[src/rtl/serial_adder_pkg.sv]
// Shared definitions for the bit-serial adder/subtractor.
//   state_t : FSM encoding; the spare code 2'd3 is never entered and
//             recovers to IDLE if it ever appears.
//   cnt_w   : width of the bit counter for a given operand width.
package serial_adder_pkg;

  typedef enum logic [1:0] {
    IDLE = 2'd0,
    RUN  = 2'd1,
    DONE = 2'd2
  } state_t;

  // Counter must be able to hold WIDTH itself, hence WIDTH+1.
  function automatic int cnt_w(input int width);
    return $clog2(width + 1);
  endfunction

endpackage

[src/rtl/serial_adder_fa_bit_cell.sv]
// Single gate-level full adder used as the serial arithmetic cell.
// Ports:
//   a, b  : operand bits
//   cin   : carry in
//   s     : sum bit
//   cout  : carry out
module fa_bit_cell (
  input  logic a,
  input  logic b,
  input  logic cin,
  output logic s,
  output logic cout
);

  logic p;
  logic g;
  logic t;

  xor u_p    (p, a, b);
  xor u_s    (s, p, cin);
  and u_g    (g, a, b);
  and u_t    (t, p, cin);
  or  u_cout (cout, g, t);

endmodule

[src/rtl/serial_adder.sv]
// Bit-serial adder/subtractor: one full-adder cell plus a carry flop,
// one bit per clock, LSB first.
// Ports:
//   clk, rst_n  : clock, asynchronous active-low reset
//   start       : request, accepted only while ready=1
//   a, b        : operands, sampled on the accepting edge
//   cin         : carry in (ignored when sub=1)
//   sub         : 0 = a+b+cin, 1 = a-b
//   ready       : high in IDLE
//   busy        : high in RUN
//   done        : one-cycle pulse when sum/cout/ovf are valid
//   sum         : result, held until the next operation completes
//   cout        : carry out of the MSB (subtract: 1 = no borrow)
//   ovf         : signed overflow
module serial_adder
  import serial_adder_pkg::*;
#(
  parameter int WIDTH = 8
) (
  input  logic             clk,
  input  logic             rst_n,
  input  logic             start,
  input  logic [WIDTH-1:0] a,
  input  logic [WIDTH-1:0] b,
  input  logic             cin,
  input  logic             sub,
  output logic             ready,
  output logic             busy,
  output logic             done,
  output logic [WIDTH-1:0] sum,
  output logic             cout,
  output logic             ovf
);

  localparam int CW = cnt_w(WIDTH);

  state_t           state;
  logic [WIDTH-1:0] a_sh;
  logic [WIDTH-1:0] b_sh;
  logic [WIDTH-1:0] sum_sh;
  logic             carry;
  logic [CW-1:0]    cnt;

  logic             s_bit;
  logic             c_bit;
  logic [WIDTH-1:0] sum_nx;

  fa_bit_cell u_cell (
    .a    (a_sh[0]),
    .b    (b_sh[0]),
    .cin  (carry),
    .s    (s_bit),
    .cout (c_bit)
  );

  // New sum bits enter at the MSB so that after WIDTH shifts the LSB
  // computed first has arrived at bit 0.
  generate
    if (WIDTH == 1) begin : g_w1
      assign sum_nx = s_bit;
    end else begin : g_wn
      assign sum_nx = {s_bit, sum_sh[WIDTH-1:1]};
    end
  endgenerate

  always_ff @(posedge clk or negedge rst_n) begin
    if (!rst_n) begin
      state  <= IDLE;
      ready  <= 1'b1;
      busy   <= 1'b0;
      done   <= 1'b0;
      a_sh   <= '0;
      b_sh   <= '0;
      sum_sh <= '0;
      carry  <= 1'b0;
      cnt    <= '0;
      sum    <= '0;
      cout   <= 1'b0;
      ovf    <= 1'b0;
    end else begin
      case (state)
        IDLE: begin
          if (start) begin
            // Subtraction is a + ~b + 1: invert b and force the carry in.
            a_sh  <= a;
            b_sh  <= sub ? ~b : b;
            carry <= sub ? 1'b1 : cin;
            cnt   <= '0;
            state <= RUN;
            ready <= 1'b0;
            busy  <= 1'b1;
          end
        end

        RUN: begin
          a_sh   <= a_sh >> 1;
          b_sh   <= b_sh >> 1;
          sum_sh <= sum_nx;
          carry  <= c_bit;
          cnt    <= cnt + 1'b1;
          if (cnt == CW'(WIDTH - 1)) begin
            // MSB step: 'carry' still holds the carry into the MSB, so
            // overflow is that XOR the carry out of the MSB.
            sum   <= sum_nx;
            cout  <= c_bit;
            ovf   <= carry ^ c_bit;
            state <= DONE;
            busy  <= 1'b0;
            done  <= 1'b1;
          end
        end

        DONE: begin
          done  <= 1'b0;
          ready <= 1'b1;
          state <= IDLE;
        end

        default: begin
          state <= IDLE;
          ready <= 1'b1;
          busy  <= 1'b0;
          done  <= 1'b0;
        end
      endcase
    end
  end

endmodule

[config.mk]
export PLATFORM = sky130hd
export DESIGN_NAME = serial_adder
export DESIGN_NICKNAME = d
export VERILOG_FILES = /design/src/rtl/serial_adder_pkg.sv /design/src/rtl/serial_adder_fa_bit_cell.sv /design/src/rtl/serial_adder.sv
export SDC_FILE = /design/constraint.sdc
export NUM_CORES = 1
export LEC_CHECK = 0
export CORE_MARGIN = 5
export CORE_UTILIZATION = 47
export DETAILED_ROUTE_END_ITERATION = 7
export PLACE_DENSITY = 0.79
export RECOVER_POWER = 100
export SETUP_SLACK_MARGIN = 0.05
export SLEW_MARGIN = 30
export SYNTH_ARGS = -nofsm -noshare
export SYNTH_HDL_FRONTEND = slang
export SYNTH_SLANG_ARGS = --single-unit
[constraint.sdc]
create_clock -name clk -period 1.57 [get_ports clk]
set_clock_uncertainty 0.15 [all_clocks]
set_input_delay 0.157 -clock clk [delete_from_list [all_inputs] [get_ports clk]]
set_output_delay 0.157 -clock clk [all_outputs]
set_load 0.05 [all_outputs]
* Word-level counts from Yosys, hierarchy flattened *
Index checks and enable logic that the tools add are counted.
W data, S select, Z words.

storage, ports and cells
  flip-flop bits (word level) = 44
  bits in latches = 0
  RAM bits = 0
  ROM bits = 0
  input port bits = 21
  word-level logic and storage cells = 56
  memories = 0

operators by class
  add/subtract/negate cells = 1
  multiply operators = 0
  divide/modulo/power cells = 0
  magnitude comparators = 0
  eq/ne operators = 5
  shift-type cells = 0
  mux-type cells = 20
  bitwise gates (word level) = 10
  reductions and logical operators = 8

operator list
  kind                   number
  $pmux W8 S2            2
  $mux W8                3
  $reduce_and A2 Y1      5
  $not A8 Y8             1
  $pmux W4 S2            1
  $mux W1                6
  $pmux W1 S2            3
  $add A4 B1 Y4 const B  1
  $eq A4 B3 Y1 const B   1
  $mux W2                2
  $mux W4                1
  $ne A2 B2 Y1 const B   2
  $pmux W2 S2            1
  $not A1 Y1             3
  $pmux W1 S3            1
  $reduce_and A3 Y1      1
  $xor A1 B1 Y1          3
  $and A1 B1 Y1          2
  $eq A2 B1 Y1 const B   1
  $eq A2 B2 Y1 const B   1
  $logic_not A2 Y1       1
  $reduce_bool A2 Y1     1
  $or A1 B1 Y1           1

* Longest topological paths before layout *
Gate-level depths: netlist of the first run.

  word-level depth = 4
  gate-level depth with buffers = 6

* Modules after synthesis *
From an unflattened synthesis of the first run, not the netlist that was laid out.

unflattened totals
  cell total of the unflattened synthesis = 161
  area total of the unflattened synthesis = 1955.6 um2

by module, submodules not included
  module        instances  cells each  area an instance (um2)
  serial_adder  1          160         1935.6
  fa_bit_cell   1          1           20.0

* Worst setup path after synthesis of the first run *
No wires, ideal clock.

  kind = register -> register
  start = reg cnt[0]
  end = reg cout
  arrival time = 1392 ps
  data required time = 1295 ps
  slack = -97 ps
  cell stages (with the launch flop) = 6
  buffers on the path = 1
  cells stage by stage = dfrtp_1 ha_1 and3b_1 and2_4 buf_6 mux2_4

between the ends
  longest elaborated chain between the ends = 2

RTL lines
  what                                RTL line             source
  start, declared                     serial_adder.sv:42   logic [CW-1:0] cnt;
  start signal, assigned              serial_adder.sv:100  cnt <= cnt + 1'b1;
  $eq A4 B3 Y1                        serial_adder.sv:101  if (cnt == CW'(WIDTH - 1)) begin
  $reduce_and A2 Y1 (no source line)  n/a
  end signal, assigned                serial_adder.sv:105  cout <= c_bit;
  end, declared                       serial_adder.sv:31   output logic cout,

Every way passes these cells.
A chain may end at the register's enable or synchronous reset.

* Final worst setup path of the first run *
  start = reg cnt[1]
  end = reg sum[6]

between the ends
  longest elaborated chain between the ends = 2

RTL lines
  what                                RTL line             source
  $eq A4 B3 Y1                        serial_adder.sv:101
  $reduce_and A2 Y1 (no source line)  n/a
  end signal, assigned                serial_adder.sv:104  sum <= sum_nx;
  end, declared                       serial_adder.sv:30   output logic [WIDTH-1:0] sum,

Every way passes these cells.

==> impl_metrics.env, run 1 <==
export IMPL_synth_edf_count=0
export IMPL_finalSetupViolCount=3
export IMPL_synth_area_leader_cell="dfrtp_1"
export IMPL_drt_antenna_violating_nets=0
export IMPL_initial_utilization_pct=48.4
export IMPL_period_share_pct=100
export IMPL_nNetsFinal=253
export IMPL_wl_per_cell_um=15.6
export IMPL_totalPowerFinal_w=0.00571
export IMPL_path_clk_slew_ps=80
export IMPL_synth_ff_latch_count=43
export IMPL_numClockSinks=43
export IMPL_arrival_ps=1610
export IMPL_cts_tree="yes"
export IMPL_hold_violations=0
export IMPL_synth_cells=175
export IMPL_drive_above_1_share_pct=21.2
export IMPL_synth_cell_types=33
export IMPL_htreeDepth=2
export IMPL_period_minus_slack_ps=1580
export IMPL_ios=34
export IMPL_std_cell_rows=23
export IMPL_crit_chain="ha_2 -> and3b_2 -> and2_4 -> mux2_4"
export IMPL_synth_area_per_cell_um2=11.0
export IMPL_gp_congestion=0.823
export IMPL_portBuffers=33
export IMPL_synth_net_count=198
export IMPL_first_pass_iters=4
export IMPL_dp_cells=268
export IMPL_grt_pass1_vias=1533
export IMPL_die_h_um=73.9
export IMPL_dieArea_mm2=0.00547
export IMPL_min_path_type="in2reg"
export IMPL_grt_use_total_pct=17.0
export IMPL_cp_slowest_cell="dfrtp_1"
export IMPL_synth_seq_area_share_pct=56.1
export IMPL_drc=0
export IMPL_path_class="reg2reg"
export IMPL_die_x_um=73.9
export IMPL_dpl_hpwl_mm=3.04
export IMPL_yosys_area_top_type_share_pct=54.7
export IMPL_yosys_top_cells_count="42 x dfrtp_1, 27 x nand2_1, 25 x o22ai_1"
export IMPL_diodes=0
export IMPL_synth_cell_area_mm2=0.00192
export IMPL_critical_path_required_ps=1600
export IMPL_gr_total_overflow=0
export IMPL_cp_start_kind="flop"
export IMPL_clk_latency_ps=300
export IMPL_antenna_found_initial=0
export IMPL_clockBufferDepth=2
export IMPL_ys_warn_count=0
export IMPL_ys_flop_type="dfrtp_1"
export IMPL_yosysMostFrequentCell="dfrtp_1"
export IMPL_path_max_fanout=6
export IMPL_routed_wl_mm=4.38
export IMPL_drv_cap=0
export IMPL_grt_max_degree=44
export IMPL_synth_area_leaders="dfrtp_1 55%, o22ai_1 8.1%, mux2_4 5.5%"
export IMPL_final_util_pct=66.4
export IMPL_numCtsBuffers=5
export IMPL_cellLeakagePower_nw=1.28
export IMPL_slew_violations=0
export IMPL_violations="setup timing"
export IMPL_critical_path_endpoint_type="flop"
export IMPL_ctsRootBufferMaster="clkbuf_8"
export IMPL_stdcell_count=281
export IMPL_fin_ws_ps=-7.66
export IMPL_rsz0062_at_grt="true"
export IMPL_syn_to_final_growth_pct=37.1
export IMPL_grt_pass1_wl_mm=7.13
export IMPL_place_area_mm2=0.00255
export IMPL_cp_slowest_stage_delay_ps=390
export IMPL_status="finished, violations left"
export IMPL_fmax_mhz=634
export IMPL_worst_slew_pin_transition_ps=571
export IMPL_drt_iter0_drc=107
export IMPL_maxSlewHeadroom_pct=61.9
export IMPL_ir_drop_v=0.000967
export IMPL_core_mm2=0.00397
export IMPL_vias=1545
export IMPL_synthArstFlopShare_pct=100
export IMPL_power_density_mw_per_mm2=2170
export IMPL_fin_area_mm2=0.00264
export IMPL_hold_slack_ps=320
export IMPL_via_per_inst=5.50
-- cell families after synthesis --
| group | Yosys count | share of synthesized area (%) |
|---|---|---|
| and+or+nand+nor | 39 | 8.92 |
| DFF | 43 | 56.1 |
| AOI/OAI and AO/OA | 57 | 18.1 |
| xor gates and xnor gates | 9 | 4.10 |
| muxes | 10 | 7.16 |
| adders and majority gates | 2 | 1.69 |
| buffers and inverters | 15 | 3.97 |
-- report_power, final --
| part | internal, W | switching, W |
|---|---|---|
| clock | 0.000636 | 0.000376 |
| combinational | 0.00121 | 0.00146 |
| sequential | 0.00164 | 0.000391 |
| total | 0.00349 | 0.00222 |
-- sequential cells by signal, indices dropped and copies added (netlist names), 2 cells and up --
| register | flops |
|---|---|
| sum | 8 |
| a_sh | 8 |
| b_sh | 8 |
| sum_sh | 7 |
| cnt | 4 |
| state | 2 |
-- worst max-delay path, delay by kind of cell (launching register included) --
family	cells	cell delay, ps
adder cells (fa/ha/maj)	1	190
flip-flops	1	390
multiplexers	1	310
AND/OR/NAND/NOR	2	430
-- cell type report --
cell class	instances	area (um2)
Fill cell	335	1340
Sequential cell	43	1080
Multi-Input combinational cell	118	797
Timing Repair Buffer	59	554
Clock buffer	6	72.6
Tap cell	50	62.6
Clock inverter	2	60.1
Inverter	3	11.3
-- metrics by stage --
step	setup TNS, ps	worst slack (ps)
floorplan	-401	-57.3
global placement	0	17.4
detailed placement	-83.1	-31.1
CTS	-11.8	-6.88
global route	-142	-22.8
finish	-13.9	-7.66
-- placed cells by master (no fill, tap or decap), types with 2 or more instances in the layout --
cell type and count:
a21oi_1 15, a221o_1 2, and2_4 2, buf_12 3
buf_2 2, buf_4 16, bufinv_16 2, clkbuf_1 4
clkbuf_2 4, clkbuf_8 5, clkdlybuf4s50_1 19, dfrtp_1 42
dlymetal6s2s_1 10, inv_1 3, mux2_4 9, nand2_1 27
nand2b_1 2, nand3_1 2, nor2_1 2, nor3_1 2
o21ai_0 7, o22ai_1 25, xnor2_1 4, xor2_1 5
-- routing by layer --
| metal | track usage, % | vias to the layer above | part of all wire, % |
|---|---|---|---|
| met1 | 21.6 | 742 | 42 |
| met5 | 0 | - | 0 |
| li1 | - | 742 | - |
| met3 | 5.00 | 7 | 7.0 |
| met2 | 28.5 | 54 | 50 |
| met4 | 4.43 | 0 | 1.4 |
-- path summary, 6_finish.rpt --
| path | start | to | slack [ps] | cells past startpoint |
|---|---|---|---|---|
| worst min register to register | done | done | 350 | 1 |
| worst max-delay path | cnt[1] | sum[6] | -8 | 4 |
| worst max register to register | cnt[1] | sum[6] | -8 | 4 |
| max in group asynchronous | rst_n | done | 540 | 3 |
| worst min-delay path | a[5] | a_sh[5] | 320 | 3 |
| min in group asynchronous | rst_n | b_sh[0] | 350 | 3 |
-- repair_timing --
action | 4_1_cts | 5_1_grt
setup endpoints to repair | 9 | 18
gates cloned | 1 | 0
endpoints found under the hold margin | 43 | 0
resized for setup | 3 | 7
buffers inserted | 2 | 1
pin swaps | 1 | 2
hold buffers | 1 | 0
(Power assumes the default switching activity.)
==> run 2: changes to the inputs <==
--- a/config.mk
+++ b/config.mk
@@ -6,12 +6,13 @@
 export NUM_CORES = 1
 export LEC_CHECK = 0
 export CORE_MARGIN = 5
-export CORE_UTILIZATION = 47
+export CORE_UTILIZATION = 36
 export DETAILED_ROUTE_END_ITERATION = 7
-export PLACE_DENSITY = 0.79
+export PLACE_DENSITY = 0.64
 export RECOVER_POWER = 100
 export SETUP_SLACK_MARGIN = 0.05
 export SLEW_MARGIN = 30
 export SYNTH_ARGS = -nofsm -noshare
 export SYNTH_HDL_FRONTEND = slang
+export SYNTH_HIERARCHICAL = 1
 export SYNTH_SLANG_ARGS = --single-unit
==> run 2 against run 1 <==
  * Cell count is 0.36% higher
  * Largest cell class unchanged
  * Global-route usage is 4.8 points lower
  * Register-to-register slack better by 40 ps
  * Critical path type unchanged
  * The flow now finishes without violations
  * Sequential share of layout area is 0.32 points lower
==> impl_metrics.env, run 2 <==
export IMPL_grt_pass1_wl_mm=6.91
export IMPL_path_clk_slew_ps=90
export IMPL_yosys_area_top_type_share_pct=53.7
export IMPL_fmax_mhz=651
export IMPL_path_max_fanout=5
export IMPL_cellLeakagePower_nw=1.24
export IMPL_maxSlewHeadroom_pct=66.0
export IMPL_min_path_type="in2async"
export IMPL_synthArstFlopShare_pct=100
export IMPL_ys_warn_count=6
export IMPL_gr_total_overflow=0
export IMPL_cpLargestDelayFamily="simple AND/OR/NAND/NOR gates"
export IMPL_fin_ws_ps=34.5
export IMPL_dpl_hpwl_mm=2.94
export IMPL_cp_start_kind="flop"
export IMPL_layout_commonest_cell="dfrtp_1"
export IMPL_worst_slew_pin_transition_ps=510
export IMPL_numClockSinks=43
export IMPL_synth_cell_area_mm2=0.00196
export IMPL_arrival_ps=1560
export IMPL_synth_area_leader_cell="dfrtp_1"
export IMPL_first_pass_iters=4
export IMPL_power_frac_comb_pct=48.5
export IMPL_yosys_top_cells_count="42 x dfrtp_1, 20 x a22oi_1, 12 x o21ai_0"
export IMPL_grt_max_degree=20
export IMPL_critical_path_required_ps=1590
export IMPL_synth_area_leaders="dfrtp_1 54%, a22oi_1 7.7%, mux2_2 5.8%"
export IMPL_grt_pass1_vias=1381
export IMPL_path_class="reg2reg"
export IMPL_reg_top3="a_sh (8), b_sh (8), sum (8)"
export IMPL_diodes=0
export IMPL_core_mm2=0.00520
export IMPL_hold_violations=0
export IMPL_drc=0
export IMPL_ctsRootBufferMaster="clkbuf_8"
export IMPL_synth_area_per_cell_um2=12.1
export IMPL_critical_path_endpoint_type="flop"
export IMPL_power_frac_seq_pct=38.0
export IMPL_ios=34
export IMPL_die_x_um=83.7
export IMPL_htreeDepth=2
export IMPL_clockBufferDepth=2
export IMPL_period_share_pct=97.8
export IMPL_antenna_found_initial=0
export IMPL_initial_utilization_pct=37.6
export IMPL_crit_buf_inv=0
export IMPL_synth_net_count=184
export IMPL_portBuffers=33
export IMPL_clk_latency_ps=290
export IMPL_ir_drop_v=0.000633
export IMPL_wl_per_cell_um=14.4
export IMPL_std_cell_rows=26
export IMPL_clkPwrFrac_pct=13.5
export IMPL_drt_antenna_violating_nets=0
export IMPL_dp_cells=271
export IMPL_drv_cap=0
export IMPL_drt_iter0_drc=36
export IMPL_power_density_mw_per_mm2=1880
export IMPL_synth_cells=161
export IMPL_period_minus_slack_ps=1540
export IMPL_routed_wl_mm=4.07
export IMPL_cts_tree="yes"
export IMPL_switching_share_pct=38.1
export IMPL_gp_congestion=0.769
export IMPL_dieArea_mm2=0.00701
export IMPL_vias=1405
export IMPL_rsz0062_at_grt="true"
export IMPL_synth_seq_area_share_pct=55.1
export IMPL_ys_flop_type="dfrtp_1"
export IMPL_grt_use_total_pct=12.2
export IMPL_cp_slowest_cell="dfrtp_1"
export IMPL_synth_cell_types=34
export IMPL_numCtsBuffers=5
export IMPL_drive_above_1_share_pct=28.8
export IMPL_stdcell_count=282
export IMPL_power_switching_w=0.00191
export IMPL_via_per_inst=4.98
export IMPL_synth_ff_latch_count=43
export IMPL_final_cell_mix="41 x dfrtp_1, 20 x a22oi_1, 19 x clkdlybuf4s50_1, 13 x buf_4, 12 x o21ai_0"
export IMPL_crit_chain="ha_2 -> and3b_2 -> and2_4 -> mux2_4"
export IMPL_synth_edf_count=0
export IMPL_status="finished clean"
export IMPL_yosysMostFrequentCell="dfrtp_1"
export IMPL_syn_to_final_growth_pct=36.0
export IMPL_pre_cts_ws_ps=-177
export IMPL_die_h_um=83.7
export IMPL_nNetsFinal=234
export IMPL_finalSetupViolCount=0
export IMPL_hold_slack_ps=187
export IMPL_cp_slowest_stage_delay_ps=360
export IMPL_slew_violations=0
export IMPL_p_int_w=0.00310
## run 2: worst paths after layout
| kind | end | slack (ps) | startpoint | cells after the start |
|---|---|---|---|---|
| min reg2reg | cnt[3] | 330 | cnt[3] | 1 |
| max reg2reg | sum[4] | 30 | cnt[0] | 4 |
| max | sum[4] | 30 | cnt[0] | 4 |
| min | done | 190 | rst_n | 2 |
| max in group asynchronous | state[0] | 380 | rst_n | 3 |
| min in group clk | cnt[3] | 330 | cnt[3] | 1 |
## run 2: layout make-up
cell class / count / area [um2]
clock inverter: 2 / 12.5
inverter: 4 / 15.0
tap: 70 / 87.6
sequential: 43 / 1080
fill: 482 / 2550
timing repair buffer: 53 / 554
multi-input combinational: 104 / 838
clock buffer: 6 / 72.6
## run 2: timing repair
item	CTS	global route
buffers inserted	1	0
gates resized for setup	8	7
endpoints found under the hold margin	17	0
hold buffers	1	0
gates cloned	1	0
endpoints found under the setup margin	17	20
pin swaps	2	3
## run 2: worst reg2reg max path, cell delays in order (launching register included)
cell	delay, ps
dfrtp_1	360
ha_2	180
and3b_2	210
and2_4	210
mux2_4	310
## run 2: per-layer routing
metal	global-route usage, %	vias up	wire length (um)
li1	-	691	-
met1	16.2	680	1960
met2	19.4	34	1940
met3	2.96	0	164
met4	4.39	0	0
met5	0	-	0
## run 2: logic make-up (layout without fill, tap and decap cells)
| kind of cell | Yosys count | count (layout) | synth area share [%] |
|---|---|---|---|
| flip-flops | 43 | 43 | 55.1 |
| multiplexers | 17 | 17 | 11.1 |
| adder cells (fa/ha/maj) | 2 | 2 | 1.66 |
| AO/OA/AOI/OAI | 51 | 51 | 18.2 |
| XOR/XNOR | 9 | 9 | 4.03 |
| AND/OR/NAND/NOR | 24 | 25 | 5.82 |
| buffers and inverters | 15 | 65 | 4.09 |
## run 2: through the flow
stage               cell area [um2]  TNS (ps)  total power [W]  util [%]
floorplan                      1960      -436          0.00337         -
global placement               2570      -525          0.00447      49.4
detailed placement             2570      -806          0.00453      49.4
CTS                            2710         0          0.00530      52.0
global route                   2660      -137          0.00532      51.1
finish                         2660         0          0.00501      51.1
## run 2: power by group through the flow
stage / clock network, W / registers (W) / logic (W)
5_1_grt: 0.000757 / 0.00197 / 0.00259
3_5_place_dp: 0 / 0.00197 / 0.00256
6_report: 0.000678 / 0.00190 / 0.00243
4_1_cts: 0.000708 / 0.00196 / 0.00264
2_1_floorplan: 0 / 0.00237 / 0.00101
3_3_place_gp: 0 / 0.00195 / 0.00251
==> run 3: changes to the inputs <==
--- a/config.mk
+++ b/config.mk
@@ -7,6 +7,7 @@
 export LEC_CHECK = 0
 export CORE_MARGIN = 5
 export CORE_UTILIZATION = 36
+export CTS_CLUSTER_SIZE = 16
 export DETAILED_ROUTE_END_ITERATION = 7
 export PLACE_DENSITY = 0.64
 export RECOVER_POWER = 100
==> results of run 3 <==
Same layout as run 2: the final DEF is identical, and so are final timing and power.
